### src/rtl/alarm_ringer_if.sv
// Signal bundle between the alarm ringer and the board I/O side.
// The slave modport is the ringer's view. The master modport is the view of
// whatever drives tick, alarm match and buttons and reads the status.
interface alarm_ringer_if #(
   parameter int CNT_W = 2
);
   logic             tick_i;
   logic             alarm_hit_i;
   logic             arm_i;
   logic             snooze_btn_i;
   logic             stop_btn_i;
   logic             buzzer_o;
   logic             ringing_o;
   logic             snoozing_o;
   logic [CNT_W-1:0] snooze_cnt_o;
   logic             missed_o;

   modport master (
      output tick_i, alarm_hit_i, arm_i, snooze_btn_i, stop_btn_i,
      input  buzzer_o, ringing_o, snoozing_o, snooze_cnt_o, missed_o
   );

   modport slave (
      input  tick_i, alarm_hit_i, arm_i, snooze_btn_i, stop_btn_i,
      output buzzer_o, ringing_o, snoozing_o, snooze_cnt_o, missed_o
   );
endinterface

### src/rtl/alarm_ringer.sv
// Alarm session controller: ring, snooze and stop, with a pulsed buzzer.
// It follows the time-of-day counter and runs on the same clock.
// Optional build macro ALARM_ESCALATE_EN: in the second half of each ring
// period the buzzer is held steadily on instead of pulsing.
//
// state  | meaning
// IDLE   | no session active; snooze_cnt/missed keep last session's result
// RING   | buzzer pulsing on tick; counts toward auto-stop timeout
// SNOOZE | silent; counts down the snooze interval, then rings again
module alarm_ringer #(
   parameter int RING_TIMEOUT_S = 60,
   parameter int SNOOZE_S       = 300,
   parameter int MAX_SNOOZES    = 3
) (
   input logic         clk,
   input logic         reset,
   alarm_ringer_if.slave bus
);
   localparam int RT_W  = (RING_TIMEOUT_S > 1) ? $clog2(RING_TIMEOUT_S) : 1;
   localparam int ST_W  = (SNOOZE_S > 1) ? $clog2(SNOOZE_S) : 1;
   localparam int CNT_W = $clog2(MAX_SNOOZES + 1);

   localparam logic [RT_W-1:0]  RING_LAST   = RT_W'(RING_TIMEOUT_S - 1);
   localparam logic [ST_W-1:0]  SNOOZE_LAST = ST_W'(SNOOZE_S - 1);
   localparam logic [CNT_W-1:0] SNOOZE_MAX  = CNT_W'(MAX_SNOOZES);
`ifdef ALARM_ESCALATE_EN
   localparam logic [RT_W-1:0]  ESCALATE_AT = RT_W'(RING_TIMEOUT_S / 2);
`endif

   typedef enum logic [1:0] {
      IDLE   = 2'd0,
      RING   = 2'd1,
      SNOOZE = 2'd2
   } state_t;

   state_t            state_q, state_d;
   logic              snooze_prev_q, stop_prev_q;
   logic [RT_W-1:0]   ring_timer_q, ring_timer_d;
   logic [ST_W-1:0]   snooze_timer_q, snooze_timer_d;
   logic [CNT_W-1:0]  snooze_cnt_q, snooze_cnt_d;
   logic              phase_q, phase_d;
   logic              missed_q, missed_d;
   logic              buzzer_q, buzzer_d;
   logic              ringing_q, ringing_d;
   logic              snoozing_q, snoozing_d;

   logic              snooze_ev, stop_ev;
   logic              start_session, take_snooze, ring_timeout, ring_step;
   logic              snooze_done, snooze_step;

   // A held button counts once: only the low-to-high transition is an event.
   assign snooze_ev = bus.snooze_btn_i & ~snooze_prev_q;
   assign stop_ev   = bus.stop_btn_i & ~stop_prev_q;

   // State register.
   always_ff @(posedge clk or posedge reset) begin
      if (reset) state_q <= IDLE;
      else       state_q <= state_d;
   end

   // Next-state decode; the branch flags below steer the datapath updates.
   always_comb begin
      state_d       = state_q;
      start_session = 1'b0;
      take_snooze   = 1'b0;
      ring_timeout  = 1'b0;
      ring_step     = 1'b0;
      snooze_done   = 1'b0;
      snooze_step   = 1'b0;
      case (state_q)
         IDLE: begin
            if (bus.arm_i && bus.alarm_hit_i) begin
               state_d       = RING;
               start_session = 1'b1;
            end
         end
         RING: begin
            if (!bus.arm_i || stop_ev) begin
               state_d = IDLE;
            end else if (snooze_ev && (snooze_cnt_q < SNOOZE_MAX)) begin
               state_d     = SNOOZE;
               take_snooze = 1'b1;
            end else if (bus.tick_i) begin
               if (ring_timer_q == RING_LAST) begin
                  state_d      = IDLE;
                  ring_timeout = 1'b1;
               end else begin
                  ring_step = 1'b1;
               end
            end
         end
         SNOOZE: begin
            if (!bus.arm_i || stop_ev) begin
               state_d = IDLE;
            end else if (bus.tick_i) begin
               if (snooze_timer_q == SNOOZE_LAST) begin
                  state_d     = RING;
                  snooze_done = 1'b1;
               end else begin
                  snooze_step = 1'b1;
               end
            end
         end
         default: state_d = IDLE;
      endcase
   end

   // Datapath and registered-output next values.
   always_comb begin
      ring_timer_d   = ring_timer_q;
      snooze_timer_d = snooze_timer_q;
      snooze_cnt_d   = snooze_cnt_q;
      phase_d        = phase_q;
      missed_d       = missed_q;
      if (start_session) begin
         ring_timer_d = '0;
         snooze_cnt_d = '0;
         phase_d      = 1'b1;
         missed_d     = 1'b0;
      end
      if (take_snooze) begin
         snooze_cnt_d   = snooze_cnt_q + CNT_W'(1);
         snooze_timer_d = '0;
      end
      if (ring_step) begin
         ring_timer_d = ring_timer_q + RT_W'(1);
         phase_d      = ~phase_q;
      end
      if (snooze_done) begin
         ring_timer_d = '0;
         phase_d      = 1'b1;
      end
      if (snooze_step) begin
         snooze_timer_d = snooze_timer_q + ST_W'(1);
      end
      if (ring_timeout) missed_d = 1'b1;
      // A stop press acknowledges a missed alarm even when nothing is ringing.
      if (stop_ev) missed_d = 1'b0;

      ringing_d  = (state_d == RING);
      snoozing_d = (state_d == SNOOZE);
`ifdef ALARM_ESCALATE_EN
      buzzer_d   = (state_d == RING) && (phase_d || (ring_timer_d >= ESCALATE_AT));
`else
      buzzer_d   = (state_d == RING) && phase_d;
`endif
   end

   // Datapath, button history and output registers.
   always_ff @(posedge clk or posedge reset) begin
      if (reset) begin
         snooze_prev_q  <= 1'b0;
         stop_prev_q    <= 1'b0;
         ring_timer_q   <= '0;
         snooze_timer_q <= '0;
         snooze_cnt_q   <= '0;
         phase_q        <= 1'b0;
         missed_q       <= 1'b0;
         buzzer_q       <= 1'b0;
         ringing_q      <= 1'b0;
         snoozing_q     <= 1'b0;
      end else begin
         snooze_prev_q  <= bus.snooze_btn_i;
         stop_prev_q    <= bus.stop_btn_i;
         ring_timer_q   <= ring_timer_d;
         snooze_timer_q <= snooze_timer_d;
         snooze_cnt_q   <= snooze_cnt_d;
         phase_q        <= phase_d;
         missed_q       <= missed_d;
         buzzer_q       <= buzzer_d;
         ringing_q      <= ringing_d;
         snoozing_q     <= snoozing_d;
      end
   end

   assign bus.buzzer_o     = buzzer_q;
   assign bus.ringing_o    = ringing_q;
   assign bus.snoozing_o   = snoozing_q;
   assign bus.snooze_cnt_o = snooze_cnt_q;
   assign bus.missed_o     = missed_q;
endmodule

### src/flat_wrapper.sv
// flat-port wrapper written by rule: the top's interface ports become plain ports
module alarm_ringer_flat 
#(
   parameter int RING_TIMEOUT_S = 60,
   parameter int SNOOZE_S       = 300,
   parameter int MAX_SNOOZES    = 3
)
  (clk, reset, bus_tick_i, bus_alarm_hit_i, bus_arm_i, bus_snooze_btn_i, bus_stop_btn_i, bus_buzzer_o, bus_ringing_o, bus_snoozing_o, bus_snooze_cnt_o, bus_missed_o);
  alarm_ringer_if #(.CNT_W(($clog2((2) + 1)))) bus_i ();
  input logic clk;
  input logic reset;
  input wire logic [$bits(bus_i.tick_i)-1:0] bus_tick_i;
  input wire logic [$bits(bus_i.alarm_hit_i)-1:0] bus_alarm_hit_i;
  input wire logic [$bits(bus_i.arm_i)-1:0] bus_arm_i;
  input wire logic [$bits(bus_i.snooze_btn_i)-1:0] bus_snooze_btn_i;
  input wire logic [$bits(bus_i.stop_btn_i)-1:0] bus_stop_btn_i;
  output wire logic [$bits(bus_i.buzzer_o)-1:0] bus_buzzer_o;
  output wire logic [$bits(bus_i.ringing_o)-1:0] bus_ringing_o;
  output wire logic [$bits(bus_i.snoozing_o)-1:0] bus_snoozing_o;
  output wire logic [$bits(bus_i.snooze_cnt_o)-1:0] bus_snooze_cnt_o;
  output wire logic [$bits(bus_i.missed_o)-1:0] bus_missed_o;
  assign bus_i.tick_i = bus_tick_i;
  assign bus_i.alarm_hit_i = bus_alarm_hit_i;
  assign bus_i.arm_i = bus_arm_i;
  assign bus_i.snooze_btn_i = bus_snooze_btn_i;
  assign bus_i.stop_btn_i = bus_stop_btn_i;
  assign bus_buzzer_o = bus_i.buzzer_o;
  assign bus_ringing_o = bus_i.ringing_o;
  assign bus_snoozing_o = bus_i.snoozing_o;
  assign bus_snooze_cnt_o = bus_i.snooze_cnt_o;
  assign bus_missed_o = bus_i.missed_o;
  alarm_ringer #(.RING_TIMEOUT_S(RING_TIMEOUT_S), .SNOOZE_S(SNOOZE_S), .MAX_SNOOZES(MAX_SNOOZES)) u_core (.clk(clk), .reset(reset), .bus(bus_i));
endmodule
### config.mk
export PLATFORM = sky130hd
export DESIGN_NAME = alarm_ringer_flat
export DESIGN_NICKNAME = d
export VERILOG_FILES = /design/src/rtl/alarm_ringer_if.sv /design/src/rtl/alarm_ringer.sv /design/src/flat_wrapper.sv
export SDC_FILE = /design/constraint.sdc
export NUM_CORES = 1
export LEC_CHECK = 0
export CORE_UTILIZATION = 40
export CTS_BUF_LIST = sky130_fd_sc_hd__clkbuf_16
export CTS_CLUSTER_SIZE = 8
export DETAILED_ROUTE_END_ITERATION = 16
export HOLD_SLACK_MARGIN = 0.03
export MAX_ROUTING_LAYER = met4
export PLACE_DENSITY = 0.64
export SETUP_SLACK_MARGIN = 0.2
export SLEW_MARGIN = 25
export SYNTH_ARGS = -nofsm -noshare
export SYNTH_HDL_FRONTEND = slang
export SYNTH_SLANG_ARGS = --single-unit
### constraint.sdc
create_clock -name clk -period 3.6 [get_ports clk]
set_input_delay 0.9 -clock clk [delete_from_list [all_inputs] [get_ports clk]]
set_output_delay 0.9 -clock clk [all_outputs]
set_load 0.05 [all_outputs]
# Word level (Yosys, flattened, before mapping)
# Cells that the tools add are included.
dict set report classes {
  add_sub_neg 3
  magnitude_cmp 1
  n_eq_ne 6
  mux 45
  bitwise_logic 5
  reduce_logical 10
}
# cell count
set op_table {}
lappend op_table {{2-to-1 mux 1 bit} 29}
lappend op_table {{2-to-1 mux 2 bit} 10}
lappend op_table {{2-to-1 mux 6 bit} 3}
lappend op_table {{2-to-1 mux 9 bit} 2}
lappend op_table {{adder 9 x 1 -> 9 bit (second input constant)} 1}
lappend op_table {{equality test 9 bit (second input constant)} 1}
lappend op_table {{adder 6 x 1 -> 6 bit (second input constant)} 1}
lappend op_table {{equality test 6 bit (second input constant)} 1}
lappend op_table {{one-hot mux 2 bit (3 select lines)} 1}
lappend op_table {{nonzero test 3 bit} 2}
lappend op_table {{equality test 2 x 1 -> 1 bit (second input constant)} 2}
lappend op_table {{equality test 2 bit (second input constant)} 2}
lappend op_table {{nonzero test 2 bit} 2}
lappend op_table {{logical AND 1 bit} 3}
lappend op_table {{NOT 1 bit} 3}
lappend op_table {{adder 2 x 1 -> 2 bit (second input constant)} 1}
lappend op_table {{bitwise AND 1 bit} 2}
lappend op_table {{logical NOT 2 bit} 1}
lappend op_table {{less-than comparator 2 bit (second input constant)} 1}
lappend op_table {{logical NOT 1 bit} 1}
lappend op_table {{logical OR 1 bit} 1}
dict set report word_totals {
  ff_bits 26
  in_bits 7
  output_inout_bits 6
  wordCells 81
}

# Depth between registers and ports, before layout
# Gate-level depths: netlist (run 1).
dict set report depth {
  ltp_word 9
  depth_mapped 7
  ltp_nobuf 6
}

# Worst setup path after synthesis (run 1)
# Ideal clock, no wire load.
dict set report synth_path {
  path_type {input port to flip-flop}
  start {input bus_stop_btn_i}
  end {register u_core.ring_timer_q[5]}
  arrival_time_ns 2.149
  required_time_ns 3.513
  path_slack_ns 1.364
  stages 5
  n_path_buf 0
  path_cell_list {or2b_2 -> nor4b_4 -> nand3_2 -> or4_1 -> o211ai_1}
}
dict set report synth_between {
  elab_chain_cells 6
  elab_cells_between_ends 9
  cone_classes {mux: 6; bitwise: 1; reduce/logical: 2}
}
# element line
set synth_lines {}
lappend synth_lines {{start, declared} flat_wrapper.sv:16} ;# input wire logic [$bits(bus_i.stop_btn_i)-1:0] bus_stop_btn_i;
lappend synth_lines {{bitwise AND 1 bit (*)} alarm_ringer.sv:53} ;# assign stop_ev = bus.stop_btn_i & ~stop_prev_q;
lappend synth_lines {{logical OR 1 bit (*)} {alarm_ringer.sv:78, alarm_ringer.sv:93}}
lappend synth_lines {{2-to-1 mux 1 bit} alarm_ringer.sv:78} ;# if (!bus.arm_i || stop_ev) begin
lappend synth_lines {{2-to-1 mux 1 bit} alarm_ringer.sv:70} ;# case (state_q)
lappend synth_lines {{2-to-1 mux 6 bit} alarm_ringer.sv:125} ;# if (ring_step) begin
lappend synth_lines {{2-to-1 mux 6 bit} alarm_ringer.sv:129} ;# if (snooze_done) begin
lappend synth_lines {{end signal, assigned} alarm_ringer.sv:165} ;# ring_timer_q <= ring_timer_d;
lappend synth_lines {{end, declared} alarm_ringer.sv:38} ;# logic [RT_W-1:0] ring_timer_q, ring_timer_d;
# Every way passes the cells marked *; elsewhere a longest branch is shown, timed or not.
# A chain may end at the register's enable or synchronous reset.

# Final worst setup path (run 1)
# Ends and elaborated chain as after synthesis.

==> reports/qor.csv, run 1 <==
stage;metric;value;unit
setup_path;Critical Path RT;3770;ps
routing;DRC viols;0;
synthesis;post-synthesis simple-gate area fraction;0.293;
synthesis;Mapped Area;1280;sq um
place;GPL Wtd Cong;0.840;
job;# Max-Cap Violations;0;
grt;vias in the first global route;937;
synthesis;Netlist cell types;37;
synthesis;ranking of synthesized cells by area;dfrtp_1 51%, o21ai_0 5.5%, nand2_1 4.4%;
setup_path;CP max FO;10;
timing;TNS Setup;0;ps
routing;wirelength, routed;2370;microns
pwr;clock group share of total power;0.387;
pwr;Lkg Pwr;0.694;nW
worst_hold_path;hold depth;1;
pwr;net switching power;0.139;mW
pwr;Pint;0.480;mW
cells_and_area;Final nets;147;
grt;largest net degree at the start of global routing;27;
floorplanning;I/O pin cnt;13;
synthesis;Yosys reg bits;26;
floorplanning;Die Wd;58.6;microns
cells_and_area;fillcell total;303;
timing;fin crit period;2560;ps
cts;H-tree levels;1;
routing;Routed Antenna Nets;0;
timing;max-slew violations;0;
synthesis;most frequent cell after synthesis;dfrtp_1;
pwr;total power;0.619;mW
cts;clock buffer count from CTS;3;
synthesis;multiplexer share of the synthesized area;0.0166;
place;PortBufs;12;
routing;vias;977;
floorplanning;initial cell density of the core;0.420;
setup_path;worst setup path class;input port to flip-flop;
pwr;Switching Fraction;0.225;
synthesis;Mean Syn Cell Area;10.6;sq um
cts;Skew-Pair Late Insertion Delay;250;ps
timing;Worst Clk Skew;3.23;ps
setup_path;Setup crit end kind;flip-flop;
routing;Iter 0 DRT Violations;46;
synthesis;Synth Instances;121;
grt;total grt overflow;0;
synthesis;Synth Area in Compound Gates;0.136;
grt;GRT Total Usage;0.160;
synthesis;asr flop ratio synth;1.00;
timing;Worst-Margin Slew;527;ps
cts;cts hold-fix bufs;0;
timing;Worst slew margin;0.648;
synthesis;most frequent cells after synthesis;26 x dfrtp_1, 15 x nand2_1, 14 x o21ai_0, 10 x nand3_1, 6 x and3_1;
routing;Avg WL per Cell;13.1;microns
pwr;Combinational Power Share;0.106;
cells_and_area;Reg area;651;sq um
synthesis;EDFF count, synth;0;
pwr;maximum vdd ir drop;0.000178;V
worst_hold_path;Hold WC Path Type;flip-flop to flip-flop;
timing;final hold violation count;0;
cts;root buf cell;clkbuf_16;
synthesis;register area share after synthesis;0.507;
synthesis;Yosys warnings;0;
setup_path;worst r2r path cells;5;
cts;CTS tree;done;
synthesis;adder-cell area share of the yosys netlist;0.0293;
floorplanning;area of the core;3050;sq um
synthesis;top_reg_cell synth;dfrtp_1;
timing;endpoints failing setup;0;
synthesis;area share of the largest cell type after synthesis;0.507;
floorplanning;height of the die;58.6;microns
cells_and_area;# diodes;0;
cells_and_area;area of the multi-input gates;617;sq um
setup_path;crit start category;input port;
timing;RSZ-0062 raised after global routing;no;
cells_and_area;Area Growth Syn to Fin;19.8;%
cts;post-CTS sizing;0;
synthesis;main combinational cell family by area after synthesis;simple AND/OR/NAND/NOR gates;
status;outcome;completed;
place;DP HPWL;1730;microns
synthesis;largest area contributor in the netlist;dfrtp_1;
synthesis;net count after synthesis;131;
cts;Clock transition at path regs;60;ps
routing;Initial DRT Pass Iterations;4;
cells_and_area;fraction of layout cells with a size suffix above 1;0.103;
routing;via density per instance;5.43;
grt;first-pass GRT wire length;4040;microns
timing;Period Utilization, post-route;0.711;
pwr;P per Cell Area;403;nW/um^2
setup_path;crit path DAT;2730;ps
cts;clock sink count;26;
cts;Post-CTS Setup Inserts;0;
grt;initial antenna violation count;0;
pwr;sequential share of power;0.507;
cts;Longest Clk Path Bufs;2;
synthesis;XOR/XNOR share of the synthesized area;0.00683;
floorplanning;Die Footprint;3440;sq um
floorplanning;num rows;20;
timing;FMAX;0.391;GHz
[registers in the layout (all words and copies together) (netlist names), 2 cells and up]
register,cells
u_core.state_q,2
u_core.snooze_timer_q,9
u_core.bus.snooze_cnt_o,2
u_core.ring_timer_q,6
[worst max-delay path: stages]
cell and delay, ps:
clkdlybuf4s50_1 420, or2b_2 230, nor4b_4 320, nand3_2 220, or4_1 550, o211ai_1 90
[final timing paths]
path,slack (ps),to,start
min,500,u_core.phase_q,u_core.phase_q
min reg2reg,500,u_core.phase_q,u_core.phase_q
max in group asynchronous,2240,u_core.state_q[0],reset
max reg2reg,1660,u_core.ring_timer_q[3],u_core.snooze_timer_q[7]
max,1040,u_core.ring_timer_q[5],bus_stop_btn_i
min in group asynchronous,1000,u_core.snooze_timer_q[1],reset
[metrics by stage]
stage | hold slack (ps) | instance area, sq um | cells | utilization | worst slack, ps
floorplan | 473 | 1280 | 121 | - | 1360
global placement | 500 | 1460 | 176 | 0.477 | 842
detailed placement | 498 | 1460 | 176 | 0.477 | 776
CTS | 506 | 1540 | 180 | 0.503 | 1050
global route | 553 | 1540 | 180 | 0.503 | 907
finish | 502 | 1540 | 180 | 0.503 | 1040
[metal layers]
metal / up-vias / GRT usage / share of wire
met2: 20 / 0.271 / 0.49
met3: 4 / 0.0198 / 0.038
met1: 473 / 0.191 / 0.46
met5: - / - / 0
met4: 0 / 0.0714 / 0.016
li1: 480 / - / -
[logic make-up (layout without fill, tap and decap cells)]
group,Yosys count,in the layout
XOR/XNOR,1,1
flip-flops,26,26
multiplexers,2,2
adder cells (fa/ha/maj),3,3
buffers and inverters,4,19
AO/OA/AOI/OAI,27,27
AND/OR/NAND/NOR,58,58
[final cells by class]
cell class,count,area share
Clock buffer,3,0.0489
Clock inverter,1,0.00244
Inverter,2,0.00489
Multi-Input combinational cell,91,0.401
Sequential cell,26,0.423
Tap cell,44,0.0358
Timing Repair Buffer,13,0.0831
[power groups by stage]
stage               clock (mW)  combinational [mW]  sequential, mW
floorplan                    0              0.0303           0.332
global placement             0              0.0655           0.319
detailed placement           0              0.0671           0.319
CTS                      0.248              0.0674           0.314
global route             0.259              0.0724           0.315
finish                   0.240              0.0659           0.314
[cell usage in the layout, fill, tap and decap left out, types with 3 or more instances in the layout]
cell,count
clkbuf_16,3
nand3_1,10
a22o_1,3
clkdlybuf4s50_1,12
nor3_1,5
dfrtp_1,26
o211ai_1,3
and3_1,6
ha_1,3
nand2_1,15
nand4_1,5
o21ai_0,14
No activity file was read; power rests on OpenSTA's default activity.
==> run 2, diff against run 1 <==
--- a/config.mk
+++ b/config.mk
@@ -11,7 +11,7 @@
 export DETAILED_ROUTE_END_ITERATION = 16
 export HOLD_SLACK_MARGIN = 0.03
 export MAX_ROUTING_LAYER = met4
-export PLACE_DENSITY = 0.64
+export PLACE_DENSITY = 0.66
 export SETUP_SLACK_MARGIN = 0.2
 export SLEW_MARGIN = 25
 export SYNTH_ARGS = -nofsm -noshare
==> constraint.sdc (replaced) <==
create_clock -name clk -period 2.35 [get_ports clk]
set_input_delay 0.5875 -clock clk [delete_from_list [all_inputs] [get_ports clk]]
set_output_delay 0.5875 -clock clk [all_outputs]
set_load 0.05 [all_outputs]
==> reports/qor.csv, run 2 (synthesis results as in run 1) <==
stage;metric;value;unit;change
timing;Period Utilization, post-route;0.887;;
grt;vias in the first global route;951;;+1.5%
setup_path;critical path, cell by cell;clkdlybuf4s50_1, nor3b_1, buf_4, nor4b_4, nand3_2, or4_1, o211ai_1;;
cts;Clock transition at path regs;70;ps;about the same
cells_and_area;Design Area, Final;1640;sq um;+6.8%
setup_path;Setup crit end kind;flip-flop;;
cts;Post-CTS Setup Inserts;0;;unchanged
pwr;Lkg Pwr;0.763;nW;+9.9%
floorplanning;initial cell density of the core;0.420;;unchanged
cells_and_area;Final nets;161;;+9.5%
pwr;maximum vdd ir drop;0.000341;V;+91%
routing;Routed Antenna Nets;0;;unchanged
setup_path;CP max FO;4;;-6
setup_path;Slowest-stage cell, CP;or4_1;;
place;PortBufs;12;;unchanged
timing;fin crit period;2080;ps;
timing;Worst-Margin Slew;506;ps;-21.4 ps
cts;CTS tree;done;;
setup_path;Critical Path RT;2520;ps;-1250 ps
cells_and_area;area of the multi-input gates;617;sq um;unchanged
cells_and_area;number of flip-flops in the largest register;9;;unchanged
pwr;total power;0.970;mW;+57%
timing;max-slew violations;0;;unchanged
timing;RSZ-0062 raised after global routing;yes;;
floorplanning;Die Footprint;3440;sq um;unchanged
timing;final worst-path setup slack;266;ps;-774 ps
timing;Worst Clk Skew;5.81;ps;+2.58 ps
timing;Worst slew margin;0.662;;+0.0138
routing;Iter 0 DRT Violations;57;;+24%
cells_and_area;commonest non-fill, non-tap cell in the layout;dfrtp_1;;
cts;root buf cell;clkbuf_16;;
grt;initial antenna violation count;0;;unchanged
cells_and_area;fraction of layout cells with a size suffix above 1;0.180;;+0.0771
place;DP HPWL;1760;microns;+2.0%
pwr;P per Cell Area;591;nW/um^2;+47%
cts;Longest Clk Path Bufs;2;;unchanged
setup_path;crit path DAT;2260;ps;-470 ps
cts;post-CTS sizing;0;;unchanged
cts;cts hold-fix bufs;0;;unchanged
setup_path;worst r2r path cells;5;;unchanged
worst_hold_path;hold depth;1;;unchanged
grt;first-pass GRT wire length;4130;microns;+2.4%
floorplanning;num rows;20;;unchanged
grt;GRT Total Usage;0.162;;+0.00227
place;Placed Area;1560;sq um;+7.2%
cells_and_area;Biggest register;u_core.snooze_timer_q;;
cells_and_area;Reg area;651;sq um;unchanged
cts;clock sink count;26;;unchanged
status;outcome;completed;;
timing;final hold violation count;0;;unchanged
routing;vias;994;;+1.7%
routing;Avg WL per Cell;12.4;microns;-5.8%
routing;wirelength, routed;2400;microns;+1.6%
cells_and_area;top flop regs;u_core.snooze_timer_q: 9 flops, u_core.ring_timer_q: 6 flops;;
cts;clock buffer count from CTS;3;;unchanged
cells_and_area;Area Growth Syn to Fin;28.0;%;
floorplanning;area of the core;3050;sq um;unchanged
cells_and_area;# diodes;0;;unchanged
routing;DRC viols;0;;unchanged
place;DP Worst Slack;-50.8;ps;-827 ps
setup_path;WP depth;7;;+1
routing;via density per instance;5.12;;-5.6%
worst_hold_path;Hold WC Path Type;flip-flop to flip-flop;;
routing;Initial DRT Pass Iterations;4;;unchanged
setup_path;worst setup path class;input port to flip-flop;;
cells_and_area;fillcell total;273;;-9.9%
setup_path;CP top delay family;simple AND/OR/NAND/NOR gates;;
setup_path;crit start category;input port;;
floorplanning;height of the die;58.6;microns;unchanged
setup_path;Max stage delay on crit path;420;ps;-130 ps
job;# Max-Cap Violations;0;;unchanged
grt;total grt overflow;0;;unchanged
cells_and_area;most frequent cells in the layout;26 x dfrtp_1, 15 x nand2_1, 15 x buf_4, 14 x o21ai_0, 12 x clkdlybuf4s50_1;;
timing;FMAX;0.480;GHz;
cells_and_area;final core area utilization;0.538;;+0.0344
cts;H-tree levels;1;;unchanged
timing;endpoints failing setup;0;;unchanged
floorplanning;Die Wd;58.6;microns;unchanged
place;GPL Wtd Cong;0.819;;-2.5%
grt;largest net degree at the start of global routing;27;;unchanged
floorplanning;I/O pin cnt;13;;unchanged
setup_path;WP buf/inv;2;;+1
cts;Skew-Pair Late Insertion Delay;260;ps;about the same
==> run 2: power breakdown <==
group | switching [mW] | total, mW | internal, mW
sequential | 0.0141 | 0.481 | 0.467
clock | 0.149 | 0.376 | 0.228
combinational | 0.0613 | 0.112 | 0.0511
total | 0.224 | 0.970 | 0.745
==> run 2: cell type report <==
class / instances / area share
clock buffers: 3 / 0.0457
well taps: 44 / 0.0335
clock inverters: 1 / 0.00229
multi-input cells: 91 / 0.376
inverters: 2 / 0.00457
repair buffers: 27 / 0.142
flip-flops and latches: 26 / 0.396
==> run 2: metal layers <==
layer  GRT usage  wire [microns]  share of wire  up-vias
met4      0.0510              22         0.0092        0
met2       0.259            1110           0.46       15
met1       0.212            1200           0.50      471
met5           -               0              0        -
met3      0.0264              68          0.028        2
li1            -               -              -      506
==> run 2: worst paths after layout <==
path,start,to,slack [ps]
worst max register to register,u_core.snooze_timer_q[7],u_core.ring_timer_q[3],520
worst min register to register,u_core.phase_q,u_core.phase_q,510
worst max-delay path,bus_snooze_btn_i,u_core.ring_timer_q[5],270
worst min-delay path,u_core.phase_q,u_core.phase_q,510
min in group asynchronous,reset,u_core.snooze_timer_q[4],680
max in group asynchronous,reset,u_core.state_q[0],1420
==> run 2: per-stage QoR <==
| stage | TNS [ps] | hold WS, ps | std cells |
|---|---|---|---|
| after floorplan | 0 | 473 | 121 |
| after global placement | -2.06 | 491 | 190 |
| after detailed placement | -50.8 | 497 | 190 |
| after CTS | 0 | 506 | 194 |
| after global routing | 0 | 540 | 194 |
| final | 0 | 512 | 194 |
